<file path="config.mk">
export PLATFORM = sky130hd
export DESIGN_NAME = polyphase_mac_seq_flat
export DESIGN_NICKNAME = d
export VERILOG_FILES = /design/src/rtl/polyphase_mac_seq_if.sv /design/src/rtl/polyphase_mac_seq.sv /design/src/flat_wrapper.sv
export SDC_FILE = /design/constraint.sdc
export NUM_CORES = 1
export LEC_CHECK = 0
export CORE_UTILIZATION = 35
export DETAILED_ROUTE_END_ITERATION = 10
export GPL_TIMING_DRIVEN = 0
export PLACE_DENSITY = 0.64
export SYNTH_ARGS = -nofsm -noshare
export SYNTH_HDL_FRONTEND = slang
export SYNTH_SLANG_ARGS = --single-unit
</file>
<file path="constraint.sdc">
create_clock -name clk -period 1.33 [get_ports clk]
set_input_delay 0.266 -clock clk [delete_from_list [all_inputs] [get_ports clk]]
set_output_delay 0.266 -clock clk [all_outputs]
set_load 0.05 [all_outputs]
</file>
<file path="src/rtl/polyphase_mac_seq_if.sv">
// Handshake bundle between the polyphase sample front-end and the shared-MAC
// sequencer. Master drives the sample strobes, slave returns the MAC controls.
interface polyphase_mac_seq_if #(
   parameter int DECIM = 3,
   parameter int NTAPS = 4
);
   localparam int PW = $clog2(DECIM);
   localparam int TW = $clog2(NTAPS);

   logic          enable;
   logic          in_valid;
   logic          clr_ovr;
   logic [PW-1:0] phase;
   logic          frame_stb;
   logic [TW-1:0] tap_sel;
   logic          mac_clr;
   logic          mac_en;
   logic          out_valid;
   logic          busy;
   logic          overrun;

   modport master (
      output enable, in_valid, clr_ovr,
      input  phase, frame_stb, tap_sel, mac_clr, mac_en, out_valid, busy, overrun
   );

   modport slave (
      input  enable, in_valid, clr_ovr,
      output phase, frame_stb, tap_sel, mac_clr, mac_en, out_valid, busy, overrun
   );
endinterface

</file>
<file path="src/rtl/polyphase_mac_seq.sv">
// Polyphase decimator sequencer: counts DECIM samples per frame, then steps a
// shared MAC through NTAPS taps and flags frames that arrive while it is busy.
module polyphase_mac_seq #(
   parameter int DECIM = 3,
   parameter int NTAPS = 4
) (
   input  logic                clk,
   input  logic                reset,
   polyphase_mac_seq_if.slave  bus
);
   localparam int PW = $clog2(DECIM);
   localparam int TW = $clog2(NTAPS);
   localparam logic [PW-1:0] PHASE_LAST = PW'(DECIM - 1);
   localparam logic [TW-1:0] TAP_LAST   = TW'(NTAPS - 1);

   typedef enum logic [1:0] {IDLE, MAC, DONE} state_t;

   logic [PW-1:0] phase_q;
   logic          frame_q;
   state_t        state_q, state_d;
   logic [TW-1:0] tap_q, tap_d;
   logic          mac_clr_q, mac_en_q, out_valid_q, busy_q, overrun_q;
   logic          mac_clr_d, mac_en_d, out_valid_d, busy_d, overrun_d;

   // NOTE: sequential state uses non-blocking assignments so every register
   // samples the pre-edge values, independent of process evaluation order.
   always_ff @(posedge clk or negedge reset) begin
      if (!reset) begin
         phase_q <= '0;
         frame_q <= 1'b0;
      end else begin
         frame_q <= bus.enable && bus.in_valid && (phase_q == PHASE_LAST);
         if (!bus.enable)
            phase_q <= '0;
         else if (bus.in_valid)
            phase_q <= (phase_q == PHASE_LAST) ? '0 : phase_q + PW'(1);
      end
   end

   always_ff @(posedge clk or negedge reset) begin
      if (!reset) begin
         state_q <= IDLE;
         tap_q   <= '0;
      end else begin
         state_q <= state_d;
         tap_q   <= tap_d;
      end
   end

   // NOTE: defaults first so every path assigns every output; no latches.
   always_comb begin
      state_d = state_q;
      tap_d   = tap_q;
      unique case (state_q)
         IDLE: begin
            if (frame_q) begin
               state_d = MAC;
               tap_d   = '0;
            end
         end
         MAC: begin
            if (tap_q == TAP_LAST)
               state_d = DONE;
            else
               tap_d = tap_q + TW'(1);
         end
         DONE: begin
            if (frame_q) begin
               state_d = MAC;
               tap_d   = '0;
            end else begin
               state_d = IDLE;
            end
         end
         default: state_d = IDLE;
      endcase
   end

   // Outputs are decoded from the next state and registered, so they line up
   // with the state they describe without a decode glitch on the ports.
   always_comb begin
      mac_en_d    = (state_d == MAC);
      mac_clr_d   = (state_d == MAC) && (state_q != MAC);
      out_valid_d = (state_d == DONE);
      busy_d      = (state_d != IDLE);
      overrun_d   = overrun_q;
      if (frame_q && (state_q == MAC))
         overrun_d = 1'b1;
      else if (bus.clr_ovr)
         overrun_d = 1'b0;
   end

   always_ff @(posedge clk or negedge reset) begin
      if (!reset) begin
         mac_clr_q   <= 1'b0;
         mac_en_q    <= 1'b0;
         out_valid_q <= 1'b0;
         busy_q      <= 1'b0;
         overrun_q   <= 1'b0;
      end else begin
         mac_clr_q   <= mac_clr_d;
         mac_en_q    <= mac_en_d;
         out_valid_q <= out_valid_d;
         busy_q      <= busy_d;
         overrun_q   <= overrun_d;
      end
   end

   assign bus.phase     = phase_q;
   assign bus.frame_stb = frame_q;
   assign bus.tap_sel   = tap_q;
   assign bus.mac_clr   = mac_clr_q;
   assign bus.mac_en    = mac_en_q;
   assign bus.out_valid = out_valid_q;
   assign bus.busy      = busy_q;
   assign bus.overrun   = overrun_q;
endmodule
</file>
<file path="src/flat_wrapper.sv">
// flat-port wrapper written by rule: the top's interface ports become plain ports
module polyphase_mac_seq_flat 
#(
   parameter int DECIM = 3,
   parameter int NTAPS = 4
)
  (clk, reset, bus_enable, bus_in_valid, bus_clr_ovr, bus_phase, bus_frame_stb, bus_tap_sel, bus_mac_clr, bus_mac_en, bus_out_valid, bus_busy, bus_overrun);
  polyphase_mac_seq_if #(.DECIM(DECIM), .NTAPS(NTAPS)) bus_i ();
  input  logic clk;
  input  logic reset;
  input wire logic [$bits(bus_i.enable)-1:0] bus_enable;
  input wire logic [$bits(bus_i.in_valid)-1:0] bus_in_valid;
  input wire logic [$bits(bus_i.clr_ovr)-1:0] bus_clr_ovr;
  output wire logic [$bits(bus_i.phase)-1:0] bus_phase;
  output wire logic [$bits(bus_i.frame_stb)-1:0] bus_frame_stb;
  output wire logic [$bits(bus_i.tap_sel)-1:0] bus_tap_sel;
  output wire logic [$bits(bus_i.mac_clr)-1:0] bus_mac_clr;
  output wire logic [$bits(bus_i.mac_en)-1:0] bus_mac_en;
  output wire logic [$bits(bus_i.out_valid)-1:0] bus_out_valid;
  output wire logic [$bits(bus_i.busy)-1:0] bus_busy;
  output wire logic [$bits(bus_i.overrun)-1:0] bus_overrun;
  assign bus_i.enable = bus_enable;
  assign bus_i.in_valid = bus_in_valid;
  assign bus_i.clr_ovr = bus_clr_ovr;
  assign bus_phase = bus_i.phase;
  assign bus_frame_stb = bus_i.frame_stb;
  assign bus_tap_sel = bus_i.tap_sel;
  assign bus_mac_clr = bus_i.mac_clr;
  assign bus_mac_en = bus_i.mac_en;
  assign bus_out_valid = bus_i.out_valid;
  assign bus_busy = bus_i.busy;
  assign bus_overrun = bus_i.overrun;
  polyphase_mac_seq #(.DECIM(DECIM), .NTAPS(NTAPS)) u_core (.clk(clk), .reset(reset), .bus(bus_i));
endmodule
</file>
==> run metrics, run 1 <==
most common cell after layout, fill and taps aside dfrtp_1; dpl hpwl slightly above 700 um; # H-tree levels 1; clock period minus final worst setup slack 1.26 ns; total iterations of the first detailed-routing run 2; Routability Congestion 0.724; final hold viol count 0; initial antenna violation count 0; Cell Int Power 761 uW; logic gate share of total power 0.439; GRT Residual Overflow 0; DR vias 366; vias in the first global route 330; WP data required ~1.5 ns; wire length per cell 13.3 um; Slew headroom 0.652; # setup viols final 0; total wire length between 900 and 1000 um; CP peak stage delay roughly 0.47 ns; crit path DAT between 1 and 1.5 ns; pwr/cell area ~1900 nW/um2; Avg Cell Area, Syn 12.9 um2; Antenna Cells 0; Slew @ Worst Pin roughly 0.52 ns; Synth cell types 21; Fillers around 110; Final WS setup 0.0736 ns; post-route ant nets 0; IO Pins 15; dpl ws -0.177 ns; Peak VDD IR about 900 uV; CP max stage cell or4b_1; critical path cell sequence ha_4, or4b_1, o211ai_1; sw frac 0.402; CP Max Fanout 5; pin count of the biggest net entering global routing 13; share of layout cells above drive strength 1 0.339; # DRC 0; Clk Latency, worst-skew pair 0.26 ns; clock slew at reported path FFs 0.07 ns; most frequent cells in the layout 10 x dfrtp_1, 6 x buf_2, 5 x clkdlybuf4s15_2; Die W 39.4 um; first-pass GRT wire length 1450 um; CTS root buf clkbuf_4; Fmax ~0.80 GHz; CP delay by family, top simple AND/OR/NAND/NOR gates; Max Cap Viol 0; FP Rows 13; sw power 512 uW; final-report max-slew violation count 0; Initial Util 0.377; Longest Clk Path Bufs 2; Synthesized Nets 44; Synth Register Bits 12; synthesized area 490 um2; total die area 1560 um2; cell count after synthesis 38; Total GRT Usage 0.145; Lkg Pwr 0.353 nW; Die H 39.4 um; Clk pwr share 0.162; total CTS buffers 3; WP buf/inv 0; CP Launch Type flop; Syn. warnings 0; crit end category flop; status finished clean; Tcrit/Tclk final 0.945; 1st-iter DRT viols 3; core area between 1000 and 1500 um2; Worst Hold Class in2async; register share of total power 0.399; register area share after synthesis 0.612; Net count, final 64; fin util 0.519; CTS tree yes; Hold-fix buffers, CTS 0; unrepaired setup endpoints after global routing no; CP Class reg2reg; routed vias/inst 5.15; clk sinks 12; Port-buffer cells 14; Layout Skew approximately 0.0025 ns; synthesis-to-layout area growth 37.8%
[cell type report]
type / instances / area, um2 / area share
well taps: 15 / 18.8 / 0.0278
clock buffers: 3 / 22.5 / 0.0333
repair buffers: 15 / 129 / 0.191
plain buffers: 1 / 5.00 / 0.00741
flip-flops and latches: 12 / 303 / 0.448
inverters: 2 / 7.51 / 0.0111
multi-input cells: 23 / 190 / 0.281
[kinds of logic (layout without fill, tap and decap cells)]
family	Yosys count	count (layout)	share of synthesized area
and+or+nand+nor	13	13	0.184
buffers and inverters	3	21	0.0255
adders and majority gates	1	1	0.0255
AOI/OAI and AO/OA	9	9	0.153
DFF	12	12	0.612
[Yosys cell counts]
library cell   n  share of area
o21a_1         1          0.015
a21boi_0       1          0.015
a32o_1         1          0.020
and4b_1        1          0.020
o211ai_1       1          0.015
nand2b_1       1          0.013
o211a_1        1          0.020
buf_2          1          0.010
inv_1          2          0.015
a311o_1        1          0.020
and3_1         2          0.026
ha_1           1          0.026
or3b_2         1          0.018
nor2_1         1         0.0076
nand2_1        1         0.0076
nor2b_1        2          0.026
a21o_1         3          0.046
nand3b_1       1          0.015
or4b_1         1          0.020
dfrtp_1       12           0.61
nor3b_1        2          0.031
[metrics by stage]
stage	cells	hold slack (ns)	total power [mW]	setup TNS (ns)	cell area, um2
floorplan	38	-0.0296	0.901	-0.0182	505
finish	71	0.349	1.27	0	676
detailed placement	67	0.487	1.10	-0.947	664
global placement	67	0.482	1.06	-0.846	664
CTS	70	0.369	1.28	0	674
global route	71	0.377	1.37	0	676
[flip-flops by register name, indices dropped and copies added (netlist names)]
signal and count:
u_core.state_q 2, u_core.bus.phase 2, u_core.bus.mac_en 1, u_core.bus.out_valid 1
u_core.bus.frame_stb 1, u_core.bus.busy 1, u_core.bus.overrun 1, u_core.bus.tap_sel 2
u_core.bus.mac_clr 1
[path summary, 6_finish.rpt]
kind,start,end,slack (ns),depth (start not counted)
worst max-delay path,u_core.bus.tap_sel[1],u_core.bus.tap_sel[0],0.07,3
worst min-delay path,reset,u_core.bus.overrun,0.35,1
min in group clk,u_core.bus.overrun,u_core.bus.overrun,0.50,1
worst max register to register,u_core.bus.tap_sel[1],u_core.bus.tap_sel[0],0.07,3
max in group asynchronous,reset,u_core.bus.tap_sel[1],0.61,1
worst min register to register,u_core.bus.overrun,u_core.bus.overrun,0.50,1
[power by group through the flow]
stage,combinational (mW),clock [mW],sequential (mW)
final,0.559,0.206,0.508
after floorplan,0.182,0,0.719
after global placement,0.552,0,0.512
after global routing,0.613,0.237,0.520
after detailed placement,0.575,0,0.523
after CTS,0.547,0.216,0.515
[per-layer routing]
| layer | share of wire | track usage |
|---|---|---|
| met5 | 0 | 0 |
| met4 | 0 | 0.0776 |
| met3 | 0.053 | 0.0511 |
| met2 | 0.53 | 0.213 |
| met1 | 0.41 | 0.184 |
[repair_timing]
item                                    4_1_cts  5_1_grt
buffers inserted                              0        1
endpoints found under the setup margin       10        2
resized for setup                            38        2
No activity file was read; power rests on OpenSTA's default activity.
==> run 2, diff against run 1 <==
- PLACE_DENSITY: 0.64 -> 0.61
==> run 2 against run 1 <==
  * Utilization is 0.29 points higher
  * Design area up 0.56%
  * Sequential power about the same
  * Worst hold slack worse by 0.015 ns
  * First-iteration DRC count grew to 3.0 times the previous value
  * Power rose by 0.69%
  * Wire length shrank 0.64%
  * Final cell count increased by 1.4%
  * Global-route usage decreased by 0.10 points
  * Clock power rose by 11%
  * Combinational power down 3%
  * Clock skew up 0.0041 ns
  * Critical path type unchanged
==> run metrics, run 2 (synthesized netlist as in run 1, its figures left out) <==
status finished clean; flop2flop setup slack 0.03 ns (-0.05 ns); Fin Setup TNS 0 ns (unchanged); # setup viols final 0 (unchanged); FP Rows 13 (unchanged); Tcrit/Tclk final 0.979 (+0.0345); initial antenna violation count 0 (unchanged); most frequent cells in the layout 10 x dfrtp_1, 6 x buf_2, 5 x clkdlybuf4s15_2; Slew @ Worst Pin 0.516 ns (-0.00478 ns); Net count, final 64 (unchanged); met3 routed wirelength 50 um (unchanged); # H-tree levels 1 (unchanged); clock slew at reported path FFs 0.07 ns (about the same); Lkg Pwr 0.355 nW (+0.43%); total iterations of the first detailed-routing run 4 (+2); share of layout cells above drive strength 1 0.333 (-0.00595); pin count of the biggest net entering global routing 13 (unchanged); # DRC 0 (unchanged); CP Launch Type flop; fin util 0.522 (+0.00288); Peak VDD IR 690 uV (-22%); Longest Clk Path Bufs 2 (unchanged); DR vias 366 (unchanged); clock period minus final worst setup slack 1.30 ns (+0.0459 ns); total wire length 937 um (-0.64%); Worst Hold Class in2async; most common cell after layout, fill and taps aside dfrtp_1; total CTS buffers 3 (unchanged); Port-buffer cells 14 (unchanged); final hold viol count 0 (unchanged); Hold-fix buffers, CTS 0 (unchanged); wire length per cell 13.0 um (-2.0%); 1st-iter DRT viols 9 (+6); Routability Congestion 0.694 (-4.2%); Max Cap Viol 0 (unchanged); Layout Skew 0.00664 ns (+0.00413 ns); Die W 39.4 um (unchanged); synthesis-to-layout area growth 38.5%; top routing layer used met4; Placed Instance Area 664 um2 (unchanged); Total GRT Usage 0.144 (-0.00101); dpl hpwl 685 um (-3.5%); IO Pins 15 (unchanged); final-report max-slew violation count 0 (unchanged); CP Max Fanout 5 (unchanged); Clk Latency, worst-skew pair 0.27 ns (about the same); post-route ant nets 0 (unchanged); Initial Util 0.377 (unchanged); wl on met1 391 um (+0.77%); Die H 39.4 um (unchanged); pwr/cell area 1890 nW/um2 (+0.13%); Final Cell Area 679 um2 (+0.56%); clk sinks 12 (unchanged); worst reg-to-reg path cell count 3 (unchanged); Antenna Cells 0 (unchanged); dpl ws -0.150 ns (+0.0269 ns); WP data required 1.51 ns (about the same); crit path DAT 1.49 ns (+0.06 ns); GRT Residual Overflow 0 (unchanged); routed length on met2 486 um (-3.6%); total die area 1560 um2 (unchanged); Final WS setup 0.0277 ns (-0.0459 ns); Slew headroom 0.655 (+0.00320); CTS root buf clkbuf_4; routed vias/inst 5.08 (-1.4%); crit end category flop; vias in the first global route 353 (+7.0%); first-pass GRT wire length 1430 um (-1.4%); Fmax 0.768 GHz (-3.5%); CP Class reg2reg; CTS tree yes; core area 1300 um2 (unchanged)
[run 2: final cells by class]
| type | instances | area (um2) |
|---|---|---|
| fill | 133 | 622 |
| sequential | 12 | 303 |
| multi-input combinational | 23 | 190 |
| timing repair buffer | 15 | 129 |
| clock buffer | 4 | 26.3 |
| tap | 15 | 18.8 |
| inverter | 2 | 7.51 |
| buffer | 1 | 5.00 |
[run 2: per-layer routing]
metal / vias to the layer above / global-route usage
li1: 176 / -
met1: 176 / 0.167
met2: 12 / 0.217
met3: 2 / 0.0341
met4: 0 / 0.129
met5: - / 0
[run 2: report_power, final]
part | internal, mW | leakage [nW] | switching [mW]
combinational | 0.199 | 0.180 | 0.342
sequential | 0.444 | 0.160 | 0.0669
clock | 0.116 | 0.0150 | 0.112
total | 0.760 | 0.355 | 0.521
[run 2: worst max-delay path, stage by stage, from the launching register on]
cell and delay (ns):
dfrtp_2 0.45, ha_4 0.19, or4b_1 0.47, o211ai_1 0.10
[run 2: timing repair]
| action | 4_1_cts | 5_1_grt |
|---|---|---|
| setup endpoints to repair | 10 | 1 |
| endpoints found under the hold margin | 0 | 0 |
| resized for setup | 40 | 0 |
| cloned | 0 | 0 |
| setup buffers | 0 | 1 |
| pin swaps | 0 | 1 |
[run 2: worst paths after layout]
| kind | start | end |
|---|---|---|
| max | u_core.bus.tap_sel[0] | u_core.bus.tap_sel[0] |
| min | reset | u_core.bus.frame_stb |
| max reg2reg | u_core.bus.tap_sel[0] | u_core.bus.tap_sel[0] |
| min reg2reg | u_core.bus.overrun | u_core.bus.overrun |
| max in group asynchronous | reset | u_core.bus.tap_sel[1] |
| min in group clk | u_core.bus.overrun | u_core.bus.overrun |
[run 2: metrics by stage]
stage / instances / hold slack (ns) / power [mW]
after global placement: 67 / 0.477 / 1.06
after detailed placement: 67 / 0.503 / 1.09
after floorplan: 38 / -0.0296 / 0.901
final: 72 / 0.334 / 1.28
after CTS: 71 / 0.346 / 1.29
after global routing: 72 / 0.374 / 1.37
==> run 3, diff against run 2 <==
- GPL_TIMING_DRIVEN: 0 -> unset
==> run 3 against run 2 <==
  * Final cell count rose by 4.2%
  * Flip-flop and latch count did not move
  * Critical endpoint unchanged
  * Clock skew fell by 0.0053 ns
  * Global-route usage rose by 1.6 points
  * Worst hold slack got worse by 0.043 ns
  * Critical path type unchanged
  * Power rose by 24%
==> run metrics, run 3 (synthesized netlist as in run 1, its figures left out) <==
CP Launch Type flop; dpl ws 0.0355 ns (+0.185 ns); CP max stage cell or4b_1; number of gates resized after CTS 0 (-100%); Clk Latency, worst-skew pair 0.27 ns (about the same); pin count of the biggest net entering global routing 13 (unchanged); CTS root buf clkbuf_4; # setup viols final 0 (unchanged); dpl hpwl 790 um (+15%); DP Cell Count 69 (+3.0%); Hold-fix buffers, CTS 0 (unchanged); Die W 39.4 um (unchanged); IO Pins 15 (unchanged); initial antenna violation count 0 (unchanged); 1st-iter DRT viols 4 (-5); Total GRT Usage 0.160 (+0.0156); core area 1300 um2 (unchanged); total die area 1560 um2 (unchanged); WP data required 1.52 ns (about the same); CTS tree yes; synthesis-to-layout area growth 69.9%; vias in the first global route 391 (+11%); Total Power 1.58 mW (+24%); final-report max-slew violation count 0 (unchanged); Max Cap Viol 0 (unchanged); # DRC 0 (unchanged); FP Rows 13 (unchanged); Die H 39.4 um (unchanged); wire length per cell 14.0 um (+7.3%); crit end category flop; status finished clean; clk sinks 12 (unchanged); share of layout cells above drive strength 1 0.383 (+0.0500); pwr/cell area 1900 nW/um2 (+0.70%); Port-buffer cells 14 (unchanged); Net count, final 67 (+4.7%); total CTS buffers 3 (unchanged); clock slew at reported path FFs 0.07 ns (about the same); Longest Clk Path Bufs 2 (unchanged); fin cells 75 (+4.2%); Fmax 0.782 GHz (+1.8%); GRT Residual Overflow 0 (unchanged); Final WS setup 0.0513 ns (+0.0236 ns); final hold viol count 0 (unchanged); crit path DAT 1.47 ns (-0.02 ns); CP Class reg2reg; Slew headroom 0.798 (+0.143); Initial Util 0.377 (unchanged); Tcrit/Tclk final 0.961 (-0.0177); unrepaired setup endpoints after global routing no; most frequent cells in the layout 10 x buf_12, 10 x dfrtp_1, 5 x buf_4; first-pass GRT wire length 1560 um (+9.2%); Register Area 303 um2 (unchanged); Peak VDD IR 842 uV (+22%); Routability Congestion 0.728 (+4.9%); Antenna Cells 0 (unchanged); critical path cell sequence ha_4, or4b_1, o211ai_1; total wire length 1050 um (+12%); CP peak stage delay 0.47 ns (about the same); Fillers 106 (-20%); CP Max Fanout 5 (unchanged); DR vias 382 (+4.4%); Slew @ Worst Pin 0.302 ns (-0.214 ns); multi-input logic area 190 um2 (unchanged); Final Hold Slack 0.291 ns (-0.0426 ns); total iterations of the first detailed-routing run 2 (-2); Layout Skew 0.00135 ns (-0.00529 ns); Lkg Pwr 0.416 nW (+17%); Worst Hold Class in2async; # H-tree levels 1 (unchanged); clock period minus final worst setup slack 1.28 ns (-0.0236 ns); post-route ant nets 0 (unchanged); flop2flop setup slack 0.05 ns (+0.02 ns); routed vias/inst 5.09 (+0.20%)
==> run 3: cell count changes in the layout (fill, tap and decap cells not counted) <==
cell,delta
clkbuf_8,+1
clkdlybuf4s15_2,-5
buf_2,-6
buf_12,+10
clkbuf_1,-1
buf_4,+4
==> run 3: repair_timing <==
action,in CTS,in global routing
endpoints found under the hold margin,0,0
setup endpoints to repair,0,1
setup buffers,0,2
==> run 3: layout make-up <==
type / instances / share of cell area
sequential: 12 / 0.363
timing repair buffer: 19 / 0.333
multi-input combinational: 23 / 0.228
clock buffer: 4 / 0.0435
tap: 15 / 0.0225
inverter: 2 / 0.00901
==> run 3: layer usage <==
layer | track usage | vias to the layer above | share of wire
li1 | - | 182 | -
met1 | 0.153 | 182 | 0.37
met2 | 0.283 | 15 | 0.55
met3 | 0.0398 | 3 | 0.058
met4 | 0.129 | 0 | 0.026
met5 | 0 | - | 0
==> run 3: critical path: cells and delay by family, from the launching register on <==
kind / cells / cell delay, ns
AOI/OAI and AO/OA: 1 / 0.10
and+or+nand+nor: 1 / 0.47
DFF: 1 / 0.44
adders and majority gates: 1 / 0.18
==> run 3: power by group <==
| part | internal [mW] | switching (mW) | leakage [nW] |
|---|---|---|---|
| clock network | 0.167 | 0.121 | 0.0210 |
| logic | 0.395 | 0.359 | 0.236 |
| registers | 0.445 | 0.0953 | 0.160 |
==> run 3: final timing paths <==
check	start	to	depth (start not counted)
hold / removal	reset	u_core.bus.tap_sel[1]	2
max in group asynchronous	reset	u_core.bus.tap_sel[0]	2
setup reg to reg	u_core.bus.tap_sel[1]	u_core.bus.tap_sel[0]	3
hold reg to reg	u_core.bus.overrun	u_core.bus.overrun	1
min in group clk	u_core.bus.overrun	u_core.bus.overrun	1
setup / recovery	u_core.bus.tap_sel[1]	u_core.bus.tap_sel[0]	3
==> run 3: through the flow <==
stage / area (um2) / util / TNS (ns)
after floorplan: 505 / - / -0.0182
after global placement: 782 / 0.601 / 0
after detailed placement: 782 / 0.601 / 0
after CTS: 818 / 0.629 / 0
after global routing: 833 / 0.640 / 0
final: 833 / 0.640 / 0
